### src/rtl/term_pkg.sv
// Shared terminal definitions: ASCII control/digit codes and the decimal-entry FSM state type.
package term_pkg;

    localparam logic [7:0] ASCII_CR   = 8'h0D;
    localparam logic [7:0] ASCII_LF   = 8'h0A;
    localparam logic [7:0] ASCII_BS   = 8'h08;
    localparam logic [7:0] ASCII_DEL  = 8'h7F;
    localparam logic [7:0] ASCII_ZERO = 8'h30;
    localparam logic [7:0] ASCII_NINE = 8'h39;

    typedef enum logic [1:0] {
        COLLECT = 2'd0,
        CONVERT = 2'd1,
        PRESENT = 2'd2
    } dec_state_e;

endpackage

### src/rtl/ascii_digit_classify.sv
// Combinational byte classifier: decimal digit, line terminator, or backspace/delete.
module ascii_digit_classify
    import term_pkg::*;
(
    input  logic [7:0] char_i,
    output logic [3:0] digit_o,
    output logic       is_digit_o,
    output logic       is_term_o,
    output logic       is_bksp_o
);

    always_comb begin
        is_digit_o = (char_i >= ASCII_ZERO) && (char_i <= ASCII_NINE);
        // Low nibble of '0'..'9' is the digit value; forced to zero otherwise.
        digit_o    = is_digit_o ? char_i[3:0] : 4'd0;
        is_term_o  = (char_i == ASCII_CR) || (char_i == ASCII_LF);
        is_bksp_o  = (char_i == ASCII_BS) || (char_i == ASCII_DEL);
    end

endmodule

### src/rtl/decimal_entry_ctrl.sv
// Buffers ASCII decimal digits and converts them to a saturating unsigned value on CR/LF.
// Optional feature: define DEC_ENTRY_BACKSPACE_EN to make BS/DEL pop the newest digit.
module decimal_entry_ctrl
    import term_pkg::*;
#(
    parameter  int WIDTH      = 16,
    parameter  int MAX_DIGITS = 5,
    localparam int CW         = $clog2(MAX_DIGITS + 1)
) (
    input  logic             clk,
    input  logic             reset,
    input  logic [7:0]       rx_data,
    input  logic             rx_valid,
    output logic             rx_ready,
    output logic [WIDTH-1:0] num_value,
    output logic             num_valid,
    input  logic             num_ready,
    output logic             num_overflow,
    output logic             err_pulse,
    output logic [CW-1:0]    digit_count
);

`ifdef DEC_ENTRY_BACKSPACE_EN
    localparam bit BKSP_EN = 1'b1;
`else
    localparam bit BKSP_EN = 1'b0;
`endif

    dec_state_e       state_q, state_d;
    logic [CW-1:0]    cnt_q, cnt_d;
    logic [CW-1:0]    idx_q, idx_d;
    logic [WIDTH-1:0] acc_q, acc_d;
    logic             ovf_q, ovf_d;
    logic             vld_q, vld_d;
    logic             err_q, err_d;
    logic [3:0]       buf_q [MAX_DIGITS];

    logic [3:0]       rx_digit;
    logic             is_digit, is_term, is_bksp;
    logic             push;
    logic [3:0]       cur_digit;
    logic [WIDTH:0]   mac;

    ascii_digit_classify u_classify (
        .char_i     (rx_data),
        .digit_o    (rx_digit),
        .is_digit_o (is_digit),
        .is_term_o  (is_term),
        .is_bksp_o  (is_bksp)
    );

    // acc*10 + d evaluated 4 bits wider than the result; MSB of return flags saturation.
    function automatic logic [WIDTH:0] mac_sat(input logic [WIDTH-1:0] acc,
                                               input logic [3:0]       d);
        logic [WIDTH+3:0] wide;
        wide = (WIDTH+4)'(acc) * (WIDTH+4)'(10) + (WIDTH+4)'(d);
        if (wide[WIDTH+3:WIDTH] != 4'd0)
            return {1'b1, {WIDTH{1'b1}}};
        return {1'b0, wide[WIDTH-1:0]};
    endfunction

    assign cur_digit = buf_q[idx_q];
    assign mac       = mac_sat(acc_q, cur_digit);

    always_comb begin
        state_d  = state_q;
        cnt_d    = cnt_q;
        idx_d    = idx_q;
        acc_d    = acc_q;
        ovf_d    = ovf_q;
        vld_d    = vld_q;
        err_d    = 1'b0;
        push     = 1'b0;
        rx_ready = (state_q == COLLECT);

        case (state_q)
            COLLECT: begin
                if (rx_valid) begin
                    if (is_digit) begin
                        if (cnt_q < CW'(MAX_DIGITS)) begin
                            push  = 1'b1;
                            cnt_d = cnt_q + CW'(1);
                        end else begin
                            err_d = 1'b1;
                        end
                    end else if (is_term) begin
                        if (cnt_q != '0) begin
                            state_d = CONVERT;
                            idx_d   = '0;
                            acc_d   = '0;
                            ovf_d   = 1'b0;
                        end
                    end else if (is_bksp && BKSP_EN) begin
                        if (cnt_q != '0)
                            cnt_d = cnt_q - CW'(1);
                    end else begin
                        err_d = 1'b1;
                    end
                end
            end

            CONVERT: begin
                // Sticky saturation: once the flag is set the accumulator is pinned at all-ones.
                acc_d = (ovf_q || mac[WIDTH]) ? {WIDTH{1'b1}} : mac[WIDTH-1:0];
                ovf_d = ovf_q | mac[WIDTH];
                idx_d = idx_q + CW'(1);
                if (idx_q == cnt_q - CW'(1)) begin
                    state_d = PRESENT;
                    vld_d   = 1'b1;
                end
            end

            PRESENT: begin
                if (num_ready) begin
                    state_d = COLLECT;
                    vld_d   = 1'b0;
                    cnt_d   = '0;
                    acc_d   = '0;
                    ovf_d   = 1'b0;
                end
            end

            default: begin
                state_d = COLLECT;
            end
        endcase
    end

    always_ff @(posedge clk) begin
        if (reset) begin
            state_q <= COLLECT;
            cnt_q   <= '0;
            idx_q   <= '0;
            acc_q   <= '0;
            ovf_q   <= 1'b0;
            vld_q   <= 1'b0;
            err_q   <= 1'b0;
        end else begin
            state_q <= state_d;
            cnt_q   <= cnt_d;
            idx_q   <= idx_d;
            acc_q   <= acc_d;
            ovf_q   <= ovf_d;
            vld_q   <= vld_d;
            err_q   <= err_d;
        end
    end

    // Digit storage is pure data; slots above digit_count are never read.
    always_ff @(posedge clk) begin
        if (push)
            buf_q[cnt_q] <= rx_digit;
    end

    assign num_value    = acc_q;
    assign num_valid    = vld_q;
    assign num_overflow = ovf_q;
    assign err_pulse    = err_q;
    assign digit_count  = cnt_q;

endmodule

### config.mk
export PLATFORM = sky130hd
export DESIGN_NAME = decimal_entry_ctrl
export DESIGN_NICKNAME = d
export VERILOG_FILES = /design/src/rtl/term_pkg.sv /design/src/rtl/ascii_digit_classify.sv /design/src/rtl/decimal_entry_ctrl.sv
export SDC_FILE = /design/constraint.sdc
export NUM_CORES = 1
export LEC_CHECK = 0
export CORE_UTILIZATION = 52
export DETAILED_ROUTE_END_ITERATION = 16
export PLACE_DENSITY = 0.77
export SLEW_MARGIN = 10
export SYNTH_ARGS = -nofsm -noshare
export SYNTH_HDL_FRONTEND = slang
export SYNTH_SLANG_ARGS = --single-unit
### constraint.sdc
create_clock -name clk -period 3.21 [get_ports clk]
set_clock_uncertainty 0.05 [all_clocks]
set_input_delay 0.321 -clock clk [delete_from_list [all_inputs] [get_ports clk]]
set_output_delay 0.321 -clock clk [all_outputs]
set_load 0.02 [all_outputs]
==> results of run 1 <==
## layout make-up
class / count / area [µm²]
Clock buffer: 5 / 68.8
Clock inverter: 3 / 28.8
Fill cell: 515 / 1930
Inverter: 18 / 67.6
Multi-Input combinational cell: 247 / 2170
Sequential cell: 50 / 1220
Tap cell: 77 / 96.3
Timing Repair Buffer: 81 / 727
## critical path, cell delays in order, from the launching register on
cell	delay, ns
dfxtp_2	0.35
buf_4	0.14
ha_1	0.33
ha_4	0.29
o211ai_1	0.14
o211a_4	0.31
buf_4	0.14
o21a_1	0.20
nor3_2	0.16
buf_4	0.15
nor4b_4	0.05
a311oi_2	0.37
a21boi_4	0.13
clkbuf_16	0.18
a221o_1	0.25
## where the power goes
group	internal [mW]	switching, mW	total [mW]
sequential	0.653	0.000785	0.654
clock	0.162	0.226	0.388
combinational	0.0184	0.0171	0.0354
## final timing paths
kind                                to  cells past startpoint                 startpoint  slack [ns]
max          num_value[6]$_SDFFE_PP0P_                     14  num_value[4]$_SDFFE_PP0P_       -0.13
min             num_valid$_SDFFE_PP0P_                      2     num_valid$_SDFFE_PP0P_        0.45
max reg2reg  num_value[6]$_SDFFE_PP0P_                     14  num_value[4]$_SDFFE_PP0P_       -0.13
min reg2reg     num_valid$_SDFFE_PP0P_                      2     num_valid$_SDFFE_PP0P_        0.45
## state kept, by name (all words and copies together), names as in the netlist, named ones only
| signal | cells |
|---|---|
| num_valid | 1 |
| num_value | 16 |
| buf_q | 20 |
| idx_q | 3 |
| digit_count | 3 |
| err_pulse | 1 |
| num_overflow | 1 |
| state_q | 2 |
## cell usage after synthesis, drive strengths merged, types with 3 or more instances
| cell | instances | share of area |
|---|---|---|
| ha | 35 | 0.13 |
| dfxtp | 30 | 0.18 |
| nor2 | 23 | 0.026 |
| edfxtp | 20 | 0.18 |
| inv | 18 | 0.020 |
| xnor2 | 17 | 0.044 |
| a221o | 16 | 0.047 |
| a21oi | 15 | 0.022 |
| nand2 | 10 | 0.011 |
| nor3 | 10 | 0.015 |
| o21ai | 10 | 0.016 |
| o211ai | 8 | 0.019 |
| a21o | 7 | 0.016 |
| clkbuf | 7 | 0.0078 |
| xor2 | 7 | 0.018 |
| nand2b | 6 | 0.011 |
| nor2b | 6 | 0.013 |
| nor4 | 6 | 0.019 |
| a211oi | 5 | 0.013 |
| and2 | 5 | 0.0092 |
| mux4 | 4 | 0.027 |
| nor3b | 4 | 0.010 |
| or2 | 4 | 0.0074 |
| a31o | 3 | 0.010 |
| buf | 3 | 0.0059 |
| mux2 | 3 | 0.010 |
| nand3b | 3 | 0.0067 |
| o2111ai | 3 | 0.0078 |
| o21a | 3 | 0.0067 |
| o21bai | 3 | 0.0067 |
| o31a | 3 | 0.0078 |
## through the flow
step	instance area (µm²)	setup WS [ns]	util	std cells	hold slack [ns]
finish	4380	-0.126	0.694	481	0.451
detailed placement	4160	-0.250	0.660	470	0.441
CTS	4330	-0.107	0.686	480	0.454
global route	4380	-0.252	0.694	481	0.474
floorplan	3430	-0.237	-	325	0.437
global placement	4160	-0.115	0.660	470	0.435
## timing repair
item,4_1_cts,5_1_grt
gates resized for setup,13,5
endpoints found under the setup margin,17,17
pin swaps,9,2
hold buffers,0,0
cloned,0,1
buffers inserted,2,0
## kinds of logic (layout without fill, tap and decap cells)
logic type | Yosys count | after routing
mux | 9 | 9
xor+xnor | 24 | 24
buf+inv | 28 | 107
simple gates | 92 | 92
fa+ha+maj | 37 | 37
flops | 50 | 50
compound gates | 85 | 85
## layer usage
metal / GRT usage / routed length (µm) / vias to the layer above
li1: - / - / 1395
met1: 0.333 / 3820 / 1355
met2: 0.378 / 3620 / 60
met3: 0.0374 / 290 / 6
met4: 0.0397 / 30 / 0
met5: 0 / 0 / -
==> impl_metrics.py, run 1 <==
metrics = {
    "clock_tree": {
        "htreeDepth": 2,
        "clkLatencyLatePin_ns": 0.31,
        "path_clk_slew_ns": 0.09,
        "clockBufferDepth": 2,
        "cts_root_buffer": "clkbuf_8",
        "cts_buffers": 5,
        "cts_sinks": 50,
        "cts_tree": "done",
    },
    "drt": {
        "drtIter0Drc": 145,
        "wl_mm": 7.76,
        "final_antenna_net_count": 0,
        "vias": 2816,
        "viasPerCell": 5.85,
        "drc": 0,
        "drtPass1Iterations": 4,
        "wl_per_cell_um": 16.1,
    },
    "global_route": {
        "grt_pass1_vias": 2601,
        "grt_max_degree": 19,
        "grt.overflow.total": 0,
        "grt_pass1_wl_mm": 12.1,
        "grt_util_all_layers": 0.234,
        "antenna_found_initial": 0,
    },
    "outcome": {
        "violations": "negative setup slack",
        "status": "finished with violations",
    },
    "timing": {
        "post-route-min-period_ns": 3.34,
        "finalHoldViolCount": 0,
        "period_share": 1.04,
        "rsz0062_at_grt": "yes",
        "fmax_mhz": 300,
        "fin_ws_ns": -0.126,
        "fin_setup_tns_ns": -1.88,
        "slew_headroom": 0.484,
        "worstMarginPinSlew_ns": 0.771,
        "setup_viol_count_final": 17,
        "slew_violations": 0,
    },
    "worst_setup_path": {
        "crit_path_end_kind": "flip-flop",
        "worstSetupPathType": "flip-flop to flip-flop",
        "setup.worst_path.start_class": "flip-flop",
        "path_max_fanout": 7,
        "arrival_ns": 3.49,
        "crit_required_ns": 3.36,
    },
    "cells_and_area": {
        "mostFrequentLayoutCell": "buf_4",
        "area_growth_pct": 29.4,
        "drive_gt1_frac": 0.250,
        "finalNetCount": 452,
        "mostFrequentLayoutCells": "44 x buf_4, 34 x clkdlybuf4s50_1, 30 x ha_1, 23 x nor2_1, 23 x dfxtp_1",
        "num_antenna_cells": 0,
    },
    "power_and_ir_drop": {
        "leakage_nw": 1.80,
        "powerDensity_nw_per_um2": 246,
        "total_power_mw": 1.08,
        "ir_drop_mv": 0.384,
    },
    "yosys": {
        "ys_async_sr_fraction": 0,
        "synthXorXnorAreaFrac": 0.0621,
        "ys_seq_area_frac": 0.355,
        "synth_nets": 374,
        "ys.flop_type": "dfxtp_1",
        "synthMuxAreaShare": 0.0425,
        "synth-seq-cells": 50,
        "yosys.area_share.simple": 0.164,
        "avgSynthCellArea_um2": 10.4,
        "synth_area_um2": 3380,
        "synth_fa_ha_area_frac": 0.141,
        "yosys_warnings": 0,
        "synth_compound_area_frac": 0.201,
        "synth_cells": 325,
        "yosysUniqueCellTypes": 65,
        "synth_top_family_by_area": "compound AO/OA/AOI/OAI gates",
        "synth-edff-count": 20,
    },
    "die": {
        "die_area_um2": 6840,
        "num_io_pins": 35,
        "die_w_um": 82.7,
        "start_util": 0.536,
        "dieHeight_um": 82.7,
        "core_area_um2": 6310,
        "core.rowCount": 29,
    },
    "placement": {
        "gp_congestion": 0.798,
        "dp_hpwl_mm": 5.99,
        "io_buffers": 34,
    },
    "run": {
        "drv_cap": 0,
    },
    "min_path": {
        "hp-class": "flip-flop to flip-flop",
    },
}
No activity file was read; power rests on OpenSTA's default activity.
==> run 2, diff against run 1 <==
--- a/config.mk
+++ b/config.mk
@@ -8,7 +8,7 @@
 export CORE_UTILIZATION = 52
 export DETAILED_ROUTE_END_ITERATION = 16
 export PLACE_DENSITY = 0.77
-export SLEW_MARGIN = 10
+export SLEW_MARGIN = 15
 export SYNTH_ARGS = -nofsm -noshare
 export SYNTH_HDL_FRONTEND = slang
 export SYNTH_SLANG_ARGS = --single-unit
==> results of run 2 <==
Final layout, timing and power as in run 1 (identical DEF).
